--- src/rtl/div_pkg.sv ---
// Shared definitions for the restoring divider.
// Holds the FSM state type, the default operand widths and the width of the
// iteration counter used by div_8b.
package div_pkg;

  localparam int N_DVD_DEF = 16;  // default dividend / quotient width
  localparam int N_DVS_DEF = 8;   // default divisor / remainder width
  localparam int CNT_W     = 5;   // iteration counter width (holds 0..N_DVD-1)

  typedef enum logic [1:0] {
    OCIOSO = 2'd0,
    CALC   = 2'd1,
    FIM    = 2'd2
  } estado_t;

endpackage

--- src/rtl/div_passo.sv ---
// One combinational step of restoring division.
// Shifts the next dividend bit into the partial remainder, trial-subtracts
// the divisor, and keeps the difference when it is non-negative (quotient
// bit 1) or the shifted value otherwise (quotient bit 0).
// Ports:
//   resto_ent  partial remainder before the step (N_DVS+1 bits)
//   bit_ent    next dividend bit, MSB first
//   divisor    divisor (N_DVS bits)
//   resto_sai  partial remainder after the step (N_DVS+1 bits)
//   bit_q      quotient bit produced by this step
module div_passo
  import div_pkg::*;
#(
  parameter int N_DVS = N_DVS_DEF
) (
  input  logic [N_DVS:0]   resto_ent,
  input  logic             bit_ent,
  input  logic [N_DVS-1:0] divisor,
  output logic [N_DVS:0]   resto_sai,
  output logic             bit_q
);

  logic [N_DVS+1:0] deslocado;
  logic [N_DVS+2:0] diferenca;

  always_comb begin
    deslocado = {resto_ent, bit_ent};
    // One extra top bit acts as the borrow/sign of the trial subtraction.
    diferenca = {1'b0, deslocado} - {3'b000, divisor};
    bit_q     = ~diferenca[N_DVS+2];
    // The kept value is always below 2*divisor, so N_DVS+1 bits suffice.
    resto_sai = (N_DVS+1)'(bit_q ? diferenca[N_DVS+1:0] : deslocado);
  end

endmodule

--- src/rtl/div_8b.sv ---
// Sequential unsigned restoring divider, one quotient bit per clock.
// A start (inicio high while not calculating) latches the operands; N_DVD
// clocks later quociente/resto are loaded and fim rises. Results hold until
// the next accepted start or reset. Divide by zero yields an all-ones
// quotient and the low N_DVS dividend bits as remainder.
// Optional build macro DIV_ZERO_CHECK_EN: a start with divisor = 0 finishes
// at the sampling edge with erro = 1; without it erro is tied low and the
// full calculation runs.
// Ports:
//   clk        clock, rising edge
//   rst        asynchronous reset, active low
//   inicio     start request
//   dividendo  unsigned dividend (N_DVD bits)
//   divisor    unsigned divisor (N_DVS bits)
//   quociente  registered quotient (N_DVD bits)
//   resto      registered remainder (N_DVS bits)
//   fim        registered done flag
//   erro       registered divide-by-zero flag
module div_8b
  import div_pkg::*;
#(
  parameter int N_DVD = N_DVD_DEF,
  parameter int N_DVS = N_DVS_DEF
) (
  input  logic             clk,
  input  logic             rst,
  input  logic             inicio,
  input  logic [N_DVD-1:0] dividendo,
  input  logic [N_DVS-1:0] divisor,
  output logic [N_DVD-1:0] quociente,
  output logic [N_DVS-1:0] resto,
  output logic             fim,
  output logic             erro
);

  estado_t          estado, estado_prox;
  logic [N_DVD-1:0] dvd_q;     // dividend bits shift out at the top, quotient bits in at the bottom
  logic [N_DVS-1:0] dvs_q;
  logic [N_DVS:0]   par_q;
  logic [N_DVS:0]   par_prox;
  logic [CNT_W-1:0] cnt_q;
  logic             bit_q;
  logic             aceita;
  logic             ultimo;
  logic             div_zero;

  div_passo #(.N_DVS(N_DVS)) u_passo (
    .resto_ent (par_q),
    .bit_ent   (dvd_q[N_DVD-1]),
    .divisor   (dvs_q),
    .resto_sai (par_prox),
    .bit_q     (bit_q)
  );

  assign aceita = inicio && (estado != CALC);
  assign ultimo = (cnt_q == CNT_W'(N_DVD - 1));

`ifdef DIV_ZERO_CHECK_EN
  assign div_zero = (divisor == '0);
`else
  assign div_zero = 1'b0;
  assign erro     = 1'b0;
`endif

  always_ff @(posedge clk or negedge rst) begin
    if (!rst) estado <= OCIOSO;
    else      estado <= estado_prox;
  end

  always_comb begin
    estado_prox = estado;
    case (estado)
      OCIOSO, FIM: if (aceita) estado_prox = div_zero ? FIM : CALC;
      CALC:        if (ultimo) estado_prox = FIM;
      default:     estado_prox = OCIOSO;
    endcase
  end

  always_ff @(posedge clk or negedge rst) begin
    if (!rst) begin
      dvd_q     <= '0;
      dvs_q     <= '0;
      par_q     <= '0;
      cnt_q     <= '0;
      quociente <= '0;
      resto     <= '0;
      fim       <= 1'b0;
`ifdef DIV_ZERO_CHECK_EN
      erro      <= 1'b0;
`endif
    end else if (aceita) begin
      dvd_q <= dividendo;
      dvs_q <= divisor;
      par_q <= '0;
      cnt_q <= '0;
      fim   <= div_zero;
`ifdef DIV_ZERO_CHECK_EN
      erro  <= div_zero;
      // Zero divisor short-circuits straight to the result.
      if (div_zero) begin
        quociente <= '1;
        resto     <= dividendo[N_DVS-1:0];
      end
`endif
    end else if (estado == CALC) begin
      dvd_q <= {dvd_q[N_DVD-2:0], bit_q};
      par_q <= par_prox;
      cnt_q <= cnt_q + 1'b1;
      if (ultimo) begin
        quociente <= {dvd_q[N_DVD-2:0], bit_q};
        resto     <= par_prox[N_DVS-1:0];
        fim       <= 1'b1;
      end
    end
  end

endmodule
--- config.mk ---
export PLATFORM = sky130hd
export DESIGN_NAME = div_8b
export DESIGN_NICKNAME = d
export VERILOG_FILES = /design/src/rtl/div_pkg.sv /design/src/rtl/div_passo.sv /design/src/rtl/div_8b.sv
export SDC_FILE = /design/constraint.sdc
export NUM_CORES = 1
export LEC_CHECK = 0
export CORE_MARGIN = 2
export CORE_UTILIZATION = 53
export DETAILED_ROUTE_END_ITERATION = 6
export MAX_ROUTING_LAYER = met4
export PLACE_DENSITY = 0.88
export SETUP_SLACK_MARGIN = 0.15
export SYNTH_ARGS = -nofsm -noshare
export SYNTH_HDL_FRONTEND = slang
export SYNTH_SLANG_ARGS = --single-unit
--- constraint.sdc ---
create_clock -name clk -period 2.9 [get_ports clk]
set_input_delay 0.435 -clock clk [delete_from_list [all_inputs] [get_ports clk]]
set_output_delay 0.435 -clock clk [all_outputs]
set_load 0.005 [all_outputs]
# [Yosys cells after proc, flatten, opt, wreduce, memory -nomap -nowiden]
# Cells that the tools add are included.
# Widths: inputs -> output; s select.
[totals] ff_bits=65 in_bits=27
[classes] n_addsub=2 n_eq_ne=6 n_mux=13 bitwise_logic=2 reduce_logical=8
[ops] cell="$mux 16" n=2
[ops] cell="$mux 9" n=3
[ops] cell="$sub 10x8->11" n=1
[ops] cell="$mux 5" n=2
[ops] cell="$add 5x1->5 const B" n=1
[ops] cell="$eq 5x4->1 const B" n=1
[ops] cell="$mux 2" n=2
[ops] cell="$ne 2x2->1 const B" n=2
[ops] cell="$pmux 2 s2" n=1
[ops] cell="$reduce_and 2->1" n=2
[ops] cell="$reduce_bool 2->1" n=2
[ops] cell="$mux 1" n=3
[ops] cell="$reduce_and 3->1" n=1
[ops] cell="$eq 2x1->1 const B" n=1
[ops] cell="$eq 2x2->1 const B" n=1
[ops] cell="$logic_not 2->1" n=1
[ops] cell="$ne 2x1->1 const B" n=1
[ops] cell="$not 1->1" n=2
[ops] cell="$reduce_or 2->1" n=1
[ops] cell="$logic_and 1x1->1" n=1

# [Longest topological paths before layout]
[depth] depth_word=4 ltp_mapped=10 depth_no_buf=9

# [Hierarchy]
# Synthesis repeated with hierarchy kept, for this count alone.
[unflattened] hier_cells=280 area_unflattened_um2=3283.1
[modules_own_cells] mod="div_8b" instances=1 cells_each=215 area_each_um2=2732.6 seq_area_each_um2=1626.6
[modules_own_cells] mod="div_passo" instances=1 cells_each=65 area_each_um2=550.5 seq_area_each_um2=0.0

# [Least setup slack after synthesis]
# OpenSTA, ideal clock, no wires.
[synth_timing] path_kind="reg2reg" startpoint="register dvd_q[15]" endpoint="register resto[1]" arrival_time_ns=2.055 slack_ns=0.716 stages_incl_launch_ff=11 path_buffers=1 synth_period_minus_slack_ns=2.184 path_cell_list="dfrtp_1 inv_1 ha_1 inv_1 fa_1 a211oi_2 o211ai_1 a21oi_2 buf_6 mux2i_1 o21ai_1"
[synth_via] elab_chain_cells=2
[synth_lines] element="start: declaration" line="div_8b.sv:37" rtl="logic [N_DVD-1:0] dvd_q;"
[synth_lines] element="start signal: assignment" line="div_8b.sv:92" rtl="dvd_q <= dividendo;"
[synth_lines] element="start signal: assignment" line="div_8b.sv:106" rtl="dvd_q <= {dvd_q[N_DVD-2:0], bit_q};"
[synth_lines] element="$sub 10x8->11" line="div_passo.sv:29" rtl="diferenca = {1'b0, deslocado} - {3'b000, divisor};"
[synth_lines] element="$mux 9" line="div_passo.sv:32" rtl="resto_sai = (N_DVS+1)'(bit_q ? diferenca[N_DVS+1:0] : deslocado);"
[synth_lines] element="end signal: assignment" line="div_8b.sv:111" rtl="resto <= par_prox[N_DVS-1:0];"
[synth_lines] element="end: declaration" line="div_8b.sv:31" rtl="output logic [N_DVS-1:0] resto,"
# No other way between the ends.
# A chain may end at the register's enable or synchronous reset.

# [Worst setup path after layout]
[layout_timing] startpoint="register dvd_q[15]" endpoint="register resto[5]"
# Same word-level chain as after synthesis.

==> results <==
- The flow ran to the end, and the final reports show no timing, DRC or antenna violations.
- The total half-perimeter wirelength after legalization and detailed placement is 4800 µm.
- Of all nets on the critical path, the largest fanout is 6.
- The die extent in y is 81.2 µm.
- The part of the power in combinational logic is 52.6%.
- The total of warnings raised by yosys is 0.
- The number of enable-type register cells in the synthesized netlist is 0.
- The maximum vdd drop is 0.632 mV.
- The shortest clock period the worst path allows after layout is 2.60 ns.
- After synthesis, the largest family of logic cells by area is multiplexers.
- The register clock-pin slew on the reported worst setup and hold paths is 0.07 ns.
- The final total power is 4.90 mW.
- The final setup violation count is 0.
- Summing the areas of all xor and xnor instances in the mapped netlist gives 1.11% of the synthesized area.
- The critical path's slowest cell is dfrtp_1.
- The DRC violation count after routing is 0.
- Global routing used 22.8% of the available tracks.
- The first detailed-routing pass ran for 4 iterations.
- In this run the critical register-to-register path is launched from dvd_q[15].
- The arrival time reported for the critical path endpoint is 2.81 ns.
- Traced cell by cell, the critical path runs through inv_1, ha_1, inv_1, fa_2, a211oi_4, o211ai_1, a21oi_2, buf_4, mux2i_1, o21ai_1.
- The final clock skew is 0.00803 ns.
- The final total negative setup slack is 0 ns.
- The worst setup slack for register-to-register paths is 0.30 ns.
- The destination of the worst register-to-register timing path is resto[5].
- The path class of the tightest hold or removal check is input port to asynchronous set/reset pin.
- The synthesized net count is 331.
- Counting every sink on the clock net gives 65.
- The number of buffers and inverters on the critical path is 3.
- Summing the areas of all compound-gate instances in the mapped netlist gives 13.3% of the synthesized area.
- The gate count of the mapped netlist is 293.
- The clock reaches the later pin of the worst-skew pair after 0.34 ns.
- Relative to the synthesized area, the layout overhead comes to 26.0%.
- The core outline area is 0.00585 mm².
- The count of placed standard cells including taps is 410.
- The initial antenna violation count is 0.
- The TritonCTS buffer count is 9.
- The total number of vias is 2472.
- The count of input and output buffers is 51.
- The clock tree from TritonCTS is done.
- The final layout contains 387 nets.
- The first global-routing pass estimated 10900 µm of wire.
- The final number of hold-violating endpoints came to 0.
- The cell sitting at the root of the clock tree is a clkbuf_8.
- Sequential cells burn 33.0% of the power.
- The clock share of power is 14.4%.
- The power density over the cells is 1230 mW/mm².
- Setup repair after global routing left no endpoint under its margin.
- The effective utilization at floorplan is 54.0%.
- Of the available clock period, the critical path in the final layout requires 89.6%.
- For this design the top-level I/O count stands at 53.
- STA classifies the critical path startpoint as a flop.
- The synthesized netlist devotes 9.90% of its cell area to simple gates.
- 0 antenna diodes ended up in the layout.
- Once layout is complete, the cells apart from fillers number 428.
- The cell depth of the worst flop-to-flop path is 10.
- The synthesized design contains 65 register bits.
- The max-cap violation count is 0.
- The share of the core filled with cells is 68.0%.
- With fillers left out, the area of the finished cells amounts to 0.00398 mm².
- Hold repair after CTS inserted 0 buffers.
- The post-place instance area is 0.00376 mm².
- After detailed routing, the number of vias per cell comes to 5.78.
- The clock passes through at most 2 buffers.
- For this run, the top clock speed supported by timing is 0.385 GHz.
- The layout cell share with drive strength beyond 1 is 16.7%.
- The number of max-slew violations in the final report is 0.
- The via count of the first global-routing pass is 2409.
- Sequential elements use 51.5% of the synthesized area.
- Global routing finished with a remaining overflow of 0.
- The switching component of the power is 1.95 mW.
- Of the total synthesized cell area, the portion taken by full adders, half adders and majority gates is 4.59%.
- Among the stages of the critical path, the cell type that occurs most often is inv_1.
- The number of routed nets with antenna violations is 0.
- The netlist area before placement is 0.00316 mm².
- The type of the worst setup path is flop to flop.
- The largest stage delay on the critical path is 0.39 ns.
- The most used flip-flop cell after synthesis is dfrtp_1.
- At the pin with the least slew margin, the transition time is 0.699 ns.
- The cell row count is 28.
- The internal portion of the total power is 2.95 mW.
- The family of cells with the greatest summed delay on the critical path is compound AO/OA/AOI/OAI gates.
- The average size of a mapped cell is 10.8 µm².
- The die covers 0.00659 mm².
- The floorplan step set the die width to 81.2 µm.
- In the synthesized netlist, mux cells make up 15.5% of the area.
- In the synthesized netlist the async set-or-reset flop fraction comes to 100%.
- The total routed wirelength is 7020 µm.
- The global placement routability congestion is 0.891.
- STA classifies the critical path endpoint as a flop.
- Entering global routing, the biggest net connects 42 pins.
- The number of unique standard cell types used by synthesis is 41.
- The number of levels in the clock H-tree is 3.
- The total leakage power is 1.82 nW.
- The critical path required time is 3.11 ns.
- The detailed router's first-iteration violation count is 149.
- The wire length per cell is 16.4 µm.
- The worst max-slew margin expressed relative to the limit is 53.4%.
- Of the total power, the share spent switching nets is 39.7%.
Yosys cell counts, types with 4 or more instances:
cell type / n / area [µm²]
a21oi_1: 9 / 45.0
clkbuf_1: 9 / 33.8
dfrtp_1: 65 / 1630
ha_1: 10 / 125
inv_1: 13 / 48.8
mux2_2: 24 / 270
mux2i_1: 22 / 220
nand2_1: 32 / 120
nand2b_1: 4 / 25.0
nand3_1: 10 / 50.1
nor2_1: 9 / 33.8
nor2b_1: 4 / 25.0
o21ai_0: 29 / 145
o21ai_1: 12 / 60.1
cell families (layout without fill, tap and decap cells):
group	after synthesis	count (layout)
AND/OR/NAND/NOR	67	67
multiplexers	46	46
adder cells (fa/ha/maj)	11	11
AO/OA/AOI/OAI	70	70
buffers and inverters	29	89
other	1	1
flip-flops	65	65
XOR/XNOR	4	4
cells in the final DEF, fill, tap and decap left out, types with 2 or more instances in the layout:
cell type / instances
a2111o_1: 2
a211oi_1: 3
a21oi_1: 9
a31oi_1: 2
and3_1: 3
buf_12: 2
buf_4: 8
clkbuf_8: 12
clkdlybuf4s50_1: 50
clkinv_2: 3
dfrtp_1: 65
ha_1: 10
inv_1: 13
mux2_2: 24
mux2i_1: 20
mux2i_2: 2
nand2_1: 32
nand2b_1: 4
nand3_1: 10
nor2_1: 9
nor2b_1: 3
o211ai_1: 3
o21ai_0: 29
o21ai_1: 12
o22ai_1: 2
xor2_1: 3
layer usage:
| metal | track usage, % | routed length (µm) | vias to the layer above |
|---|---|---|---|
| met4 | 11.4 | 239 | 0 |
| met1 | 26.7 | 2880 | 1190 |
| met2 | 37.2 | 3470 | 116 |
| met5 | - | 0 | - |
| li1 | - | - | 1139 |
| met3 | 5.00 | 427 | 27 |
per-stage QoR:
stage               worst slack (ns)  hold slack (ns)
CTS                            0.220            0.153
global route                  0.0997            0.198
finish                         0.300            0.143
detailed placement             0.258            0.472
global placement               0.437            0.464
floorplan                      0.716            0.139
repair_timing:
item	CTS	global route
setup buffers	0	3
endpoints found under the setup margin	0	13
resized for setup	0	4
worst register-to-register path, stage by stage (launching register included):
cell      delay, ns
dfrtp_1        0.39
inv_1          0.09
ha_1           0.18
inv_1          0.06
fa_2           0.39
a211oi_4       0.31
o211ai_1       0.19
a21oi_2        0.26
buf_4          0.22
mux2i_1        0.27
o21ai_1        0.11
layout make-up:
class                           count  area, µm²
Fill cell                         435       1870
Sequential cell                    65       1630
Multi-Input combinational cell    199       1430
Timing Repair Buffer               61        606
Clock buffer                       12        165
Tap cell                           75       93.8
Inverter                           13       48.8
Clock inverter                      3       15.0
power groups by stage:
| stage | sequential (mW) | combinational (mW) | clock [mW] |
|---|---|---|---|
| 2_1_floorplan | 1.55 | 1.69 | 0 |
| 3_3_place_gp | 1.60 | 2.23 | 0 |
| 3_5_place_dp | 1.62 | 2.37 | 0 |
| 4_1_cts | 1.61 | 2.39 | 0.713 |
| 5_1_grt | 1.67 | 2.82 | 0.759 |
| 6_report | 1.62 | 2.58 | 0.703 |
flip-flops by register name, indices dropped and copies added (netlist names):
register,count
par_q,9
estado,2
quociente,16
fim,1
resto,8
cnt_q,5
dvs_q,8
dvd_q,16
worst max path at each step:
stage	from	endpoint	slack, ns	depth (start not counted)
floorplan	dvd_q[15]	resto[1]	0.72	10
global placement	dvd_q[15]	resto[4]	0.44	10
detailed placement	dvd_q[15]	resto[4]	0.26	10
CTS	dvd_q[15]	resto[4]	0.22	10
global route	dvd_q[15]	resto[0]	0.1	10
finish	dvd_q[15]	resto[5]	0.30	10
(Power assumes the default switching activity.)
